$ cat src/rtl/unary_stream_decoder.sv
// Counts ones over fixed INPUT_WIDTH-bit unary frames, hands the count out through
// a valid/ready port and publishes running lower/upper bounds while a frame arrives.
module unary_stream_decoder #(
    parameter int INPUT_WIDTH = 32,
    parameter int COUNT_WIDTH = $clog2(INPUT_WIDTH + 1)
) (
    input  logic                   clk,
    input  logic                   reset,
    input  logic                   a,
    input  logic                   a_valid,
    output logic                   ready,
    input  logic                   flush,
    output logic [COUNT_WIDTH-1:0] result,
    output logic                   result_valid,
    input  logic                   result_ready,
    output logic [COUNT_WIDTH-1:0] lower,
    output logic [COUNT_WIDTH-1:0] upper,
    output logic [COUNT_WIDTH-1:0] bits_seen
);

    localparam logic [COUNT_WIDTH-1:0] FRAME_LEN = COUNT_WIDTH'(INPUT_WIDTH);
    localparam logic [COUNT_WIDTH-1:0] LAST_BIT  = COUNT_WIDTH'(INPUT_WIDTH - 1);

    typedef enum logic {
        COLLECT,
        DONE
    } state_t;

    state_t                 state_reg;
    logic [COUNT_WIDTH-1:0] ones_reg;
    logic [COUNT_WIDTH-1:0] bits_seen_reg;
    logic [COUNT_WIDTH-1:0] result_reg;
    logic [COUNT_WIDTH-1:0] lower_reg;
    logic [COUNT_WIDTH-1:0] upper_reg;
    logic                   result_valid_reg;

    logic                   beat;
    logic [COUNT_WIDTH-1:0] ones_next;
    logic [COUNT_WIDTH-1:0] bits_seen_next;
    logic [COUNT_WIDTH-1:0] remaining_next;

    // ready depends only on registered state and the abort inputs, never on a_valid.
    assign ready          = (state_reg == COLLECT) & ~reset & ~flush;
    assign beat           = a_valid & ready;
    assign ones_next      = ones_reg + {{(COUNT_WIDTH-1){1'b0}}, a};
    assign bits_seen_next = bits_seen_reg + 1'b1;
    assign remaining_next = FRAME_LEN - bits_seen_next;

    always_ff @(posedge clk) begin
        if (reset) begin
            state_reg        <= COLLECT;
            ones_reg         <= '0;
            bits_seen_reg    <= '0;
            result_reg       <= '0;
            result_valid_reg <= 1'b0;
            lower_reg        <= '0;
            upper_reg        <= FRAME_LEN;
        end else if (flush) begin
            // Abort drops any held result but leaves the result register alone.
            state_reg        <= COLLECT;
            ones_reg         <= '0;
            bits_seen_reg    <= '0;
            result_valid_reg <= 1'b0;
            lower_reg        <= '0;
            upper_reg        <= FRAME_LEN;
        end else begin
            case (state_reg)
                COLLECT: begin
                    if (beat) begin
                        if (bits_seen_reg == LAST_BIT) begin
                            result_reg       <= ones_next;
                            result_valid_reg <= 1'b1;
                            ones_reg         <= '0;
                            bits_seen_reg    <= '0;
                            lower_reg        <= ones_next;
                            upper_reg        <= ones_next;
                            state_reg        <= DONE;
                        end else begin
                            ones_reg      <= ones_next;
                            bits_seen_reg <= bits_seen_next;
                            lower_reg     <= ones_next;
                            upper_reg     <= ones_next + remaining_next;
                        end
                    end
                end
                DONE: begin
                    if (result_valid_reg && result_ready) begin
                        result_valid_reg <= 1'b0;
                        lower_reg        <= '0;
                        upper_reg        <= FRAME_LEN;
                        state_reg        <= COLLECT;
                    end
                end
                default: state_reg <= COLLECT;
            endcase
        end
    end

    assign result       = result_reg;
    assign result_valid = result_valid_reg;
    assign lower        = lower_reg;
    assign upper        = upper_reg;
    assign bits_seen    = bits_seen_reg;

endmodule

$ cat config.mk
export PLATFORM = sky130hd
export DESIGN_NAME = unary_stream_decoder
export DESIGN_NICKNAME = d
export VERILOG_FILES = /design/src/rtl/unary_stream_decoder.sv
export SDC_FILE = /design/constraint.sdc
export NUM_CORES = 1
export LEC_CHECK = 0
export ABC_AREA = 0
export CAP_MARGIN = 15
export CORE_MARGIN = 3
export CORE_UTILIZATION = 40
export DETAILED_ROUTE_END_ITERATION = 7
export SYNTH_ARGS = -nofsm -noshare
export SYNTH_HDL_FRONTEND = slang
export SYNTH_SLANG_ARGS = --single-unit
$ cat constraint.sdc
create_clock -name clk -period 8.9 [get_ports clk]
set_input_delay 2.225 -clock clk [delete_from_list [all_inputs] [get_ports clk]]
set_output_delay 2.225 -clock clk [all_outputs]
set_load 0.01 [all_outputs]
==> results.md <==
* Outcome: finished clean
* Chip width at ~70 µm
* Critical hold path startpoint: upper[2]
* Switching Fraction at about 24%
* P_leak at 0.737 nW
* Port buffer count at 31
* Num CTS Buffers at 5
* Critical path depth at 4
* Antenna diodes at 0
* Slowest-stage cell, CP: or2_1
* Post-synth EDFFs at 0
* Critical path capture point type: output pin
* Chip Height at between 60 and 70 µm
* Top Ports at 32
* Initial detailed-routing violation count at 77
* Worst path cell trace: clkdlybuf4s50_1 -> or2_1 -> nor2_1 -> clkdlybuf4s50_1
* Vias in the first global route at 1393
* Synth unique cells at 33
* Critical R2R Capture: upper[5]
* Worst-margin pin slew at ~0.88 ns
* Syn. warnings at 0
* Detail Route Antenna Nets at 0
* Clk Latency, worst-skew pair at 0.29 ns
* Synthesized instance count at 188
* Worst setup SP type: input port
* Most frequent cells in the layout: dfxtp_1 (32), clkdlybuf4s50_1 (31), nor2_1 (26)
* Post-CTS resize count at 0
* Setup_tns at 0 ns
* Initial Utilization at 43.0%
* Post-CTS Repair Setup Buffers at 0
* NetSw at 67.1 µW
* CP peak stage delay at 0.73 ns
* Internal Power at 207 µW
* Core Area at 0.00380 mm²
* Post-synth ARST share at 0%
* Yosys top cell by area: dfxtp_1
* CTS Sinks at 32
* WL/cell at 14.6 µm
* GR Util All Layers at ~17%
* First-pass GRT wire length at 6.71 mm
* Most used cell, CP: clkdlybuf4s50_1
* Synth Flop Type: dfxtp_1
* CP delay by family, top: buffers and inverters
* Max Slew Vio Count at 0
* Worst Hold Class: reg -> reg
* Final setup vio count at 0
* Cts hold-fix bufs at 0
* Clock root cell: clkbuf_8
* Cell area after layout at 0.00204 mm²
* Power Density at 135 mW/mm²
* Longest Clk Path Bufs at 2
* Maximum clock rate at around 160 MHz
* TritonCTS clock tree: yes
* First drt pass iteration count at 4
* Max-cap violations at 0
* Cell area after synthesis at 0.00163 mm²
* Syn_area_per_cell at 8.68 µm²
* Dpl ws at 2.53 ns
* Worst-path clk slew at 0.07 ns
* DP Wirelength at 2.82 mm
* Setup WS post-layout at 2.52 ns
* Largest net degree at the start of global routing at 24
* Final Net Count at 236
* Slew headroom at 41.2%
* CP Max Fanout at 23
* R2R depth at 12
* Fillers at 365
* Reg2reg start: ones_reg[0]
* Final Power at 275 µW
* Period utilization at 71.7%
* Antenna violations before repair at 0
* Logic pwr share at roughly 7.5%
* Arr. time, crit path at 4.15 ns
* Reg2Reg Setup Slack at 5.87 ns
* Unrepaired setup endpoints after global routing: no
* Vias per cell at 5.28
* Seq/Total Area, Yosys at 39.3%
* Worst Setup SP: reset
* Seq pwr share at 52.7%
* VDD IR max at 0.0000812 V
* Final wirelength at between 3 and 4 mm
* GPL Wtd Cong at about 0.84
* Via count at ~1400
* Area Growth Syn to Fin at 25.0%
* Post-route DRC violation count at 0
* CP Class: in -> out
* DP Area at 0.00195 mm²
* H-Tree Depth at 2
* Critical Path RT at between 6 and 7 ns
* Mapped Nets at about 210
* CP Buf/Inv Count at 2
* Synthesis-stage register bit count at 32
* Top cells by area, synth: dfxtp_1 (39%), ha_1 (8.4%), nor2_1 (6.0%), a21oi_1 (4.9%), nand2_1 (4.6%)
* Site Rows at 22
* Final min period at around 6.4 ns
* Commonest non-fill, non-tap cell in the layout: dfxtp_1
* Layout cell share with drive strength beyond 1 at 6.39%
* Clock Skew at about 0.0070 ns
* Share of total power in the clock network at 39.8%
* Total global routing overflow at 0
* Die area at 0.00488 mm²
* Critical path destination: ready
* Final hold vios at 0
* Synth top area share at 39.3%
==> worst min-delay path: stages (launching register included) <==
cell and delay, ns:
dfxtp_1 0.31, nand2_1 0.05, a21oi_1 0.05
==> metal layers <==
layer	share of wire (%)	vias to the layer above	global-route usage [%]
met3	4.6	8	4.60
met2	48	38	28.1
li1	-	707	-
met5	0	-	0
met4	2.0	0	6.38
met1	45	658	21.6
==> power by group through the flow <==
stage | sequential, mW | combinational, mW | clock [mW]
6_report | 0.145 | 0.0206 | 0.109
5_1_grt | 0.145 | 0.0233 | 0.119
4_1_cts | 0.145 | 0.0208 | 0.112
3_5_place_dp | 0.148 | 0.0207 | 0
3_3_place_gp | 0.148 | 0.0206 | 0
2_1_floorplan | 0.148 | 0.0138 | 0
==> metrics by stage <==
stage | hold WS [ns] | std cells | util (%)
2_1_floorplan | 0.436 | 188 | -
3_3_place_gp | 0.454 | 258 | 51.3
3_5_place_dp | 0.461 | 258 | 51.3
4_1_cts | 0.471 | 266 | 53.6
5_1_grt | 0.489 | 267 | 53.7
6_report | 0.463 | 267 | 53.7
==> worst min path at each step <==
stage / endpoint / slack (ns) / depth (start not counted)
after CTS: upper[2] / 0.47 / 2
after floorplan: ones_reg[0] / 0.44 / 2
after detailed placement: upper[2] / 0.46 / 2
final: upper[2] / 0.46 / 2
after global placement: upper[2] / 0.45 / 2
after global routing: upper[2] / 0.49 / 2
==> cell usage after synthesis, types with 3 or more instances <==
master / number
o21ai_0: 6
a21oi_1: 16
a22oi_1: 9
nand2b_1: 3
inv_1: 6
xnor2_1: 7
nand2_1: 20
nand3_1: 11
nor2_1: 26
clkbuf_1: 4
mux2i_1: 5
dfxtp_1: 32
ha_1: 11
nor3_1: 3
xor2_1: 7
==> cell type report <==
class	instances	area (µm²)	share of cell area, %
timing repair buffer	32	315	15.5
clock buffer	5	68.8	3.37
sequential	32	641	31.4
inverter	6	22.5	1.10
clock inverter	3	18.8	0.920
multi-input combinational	141	913	44.8
tap	48	60.1	2.94
==> kinds of logic (layout without fill, tap and decap cells) <==
logic type	count (synthesis)	in the layout	synth area share (%)
buf+inv	15	46	4.75
simple gates	74	74	21.9
fa+ha+maj	12	12	9.66
xor+xnor	14	14	7.52
flops	32	32	39.3
compound gates	36	36	13.8
mux	5	5	3.07
Power figures use the tool's default switching activity.
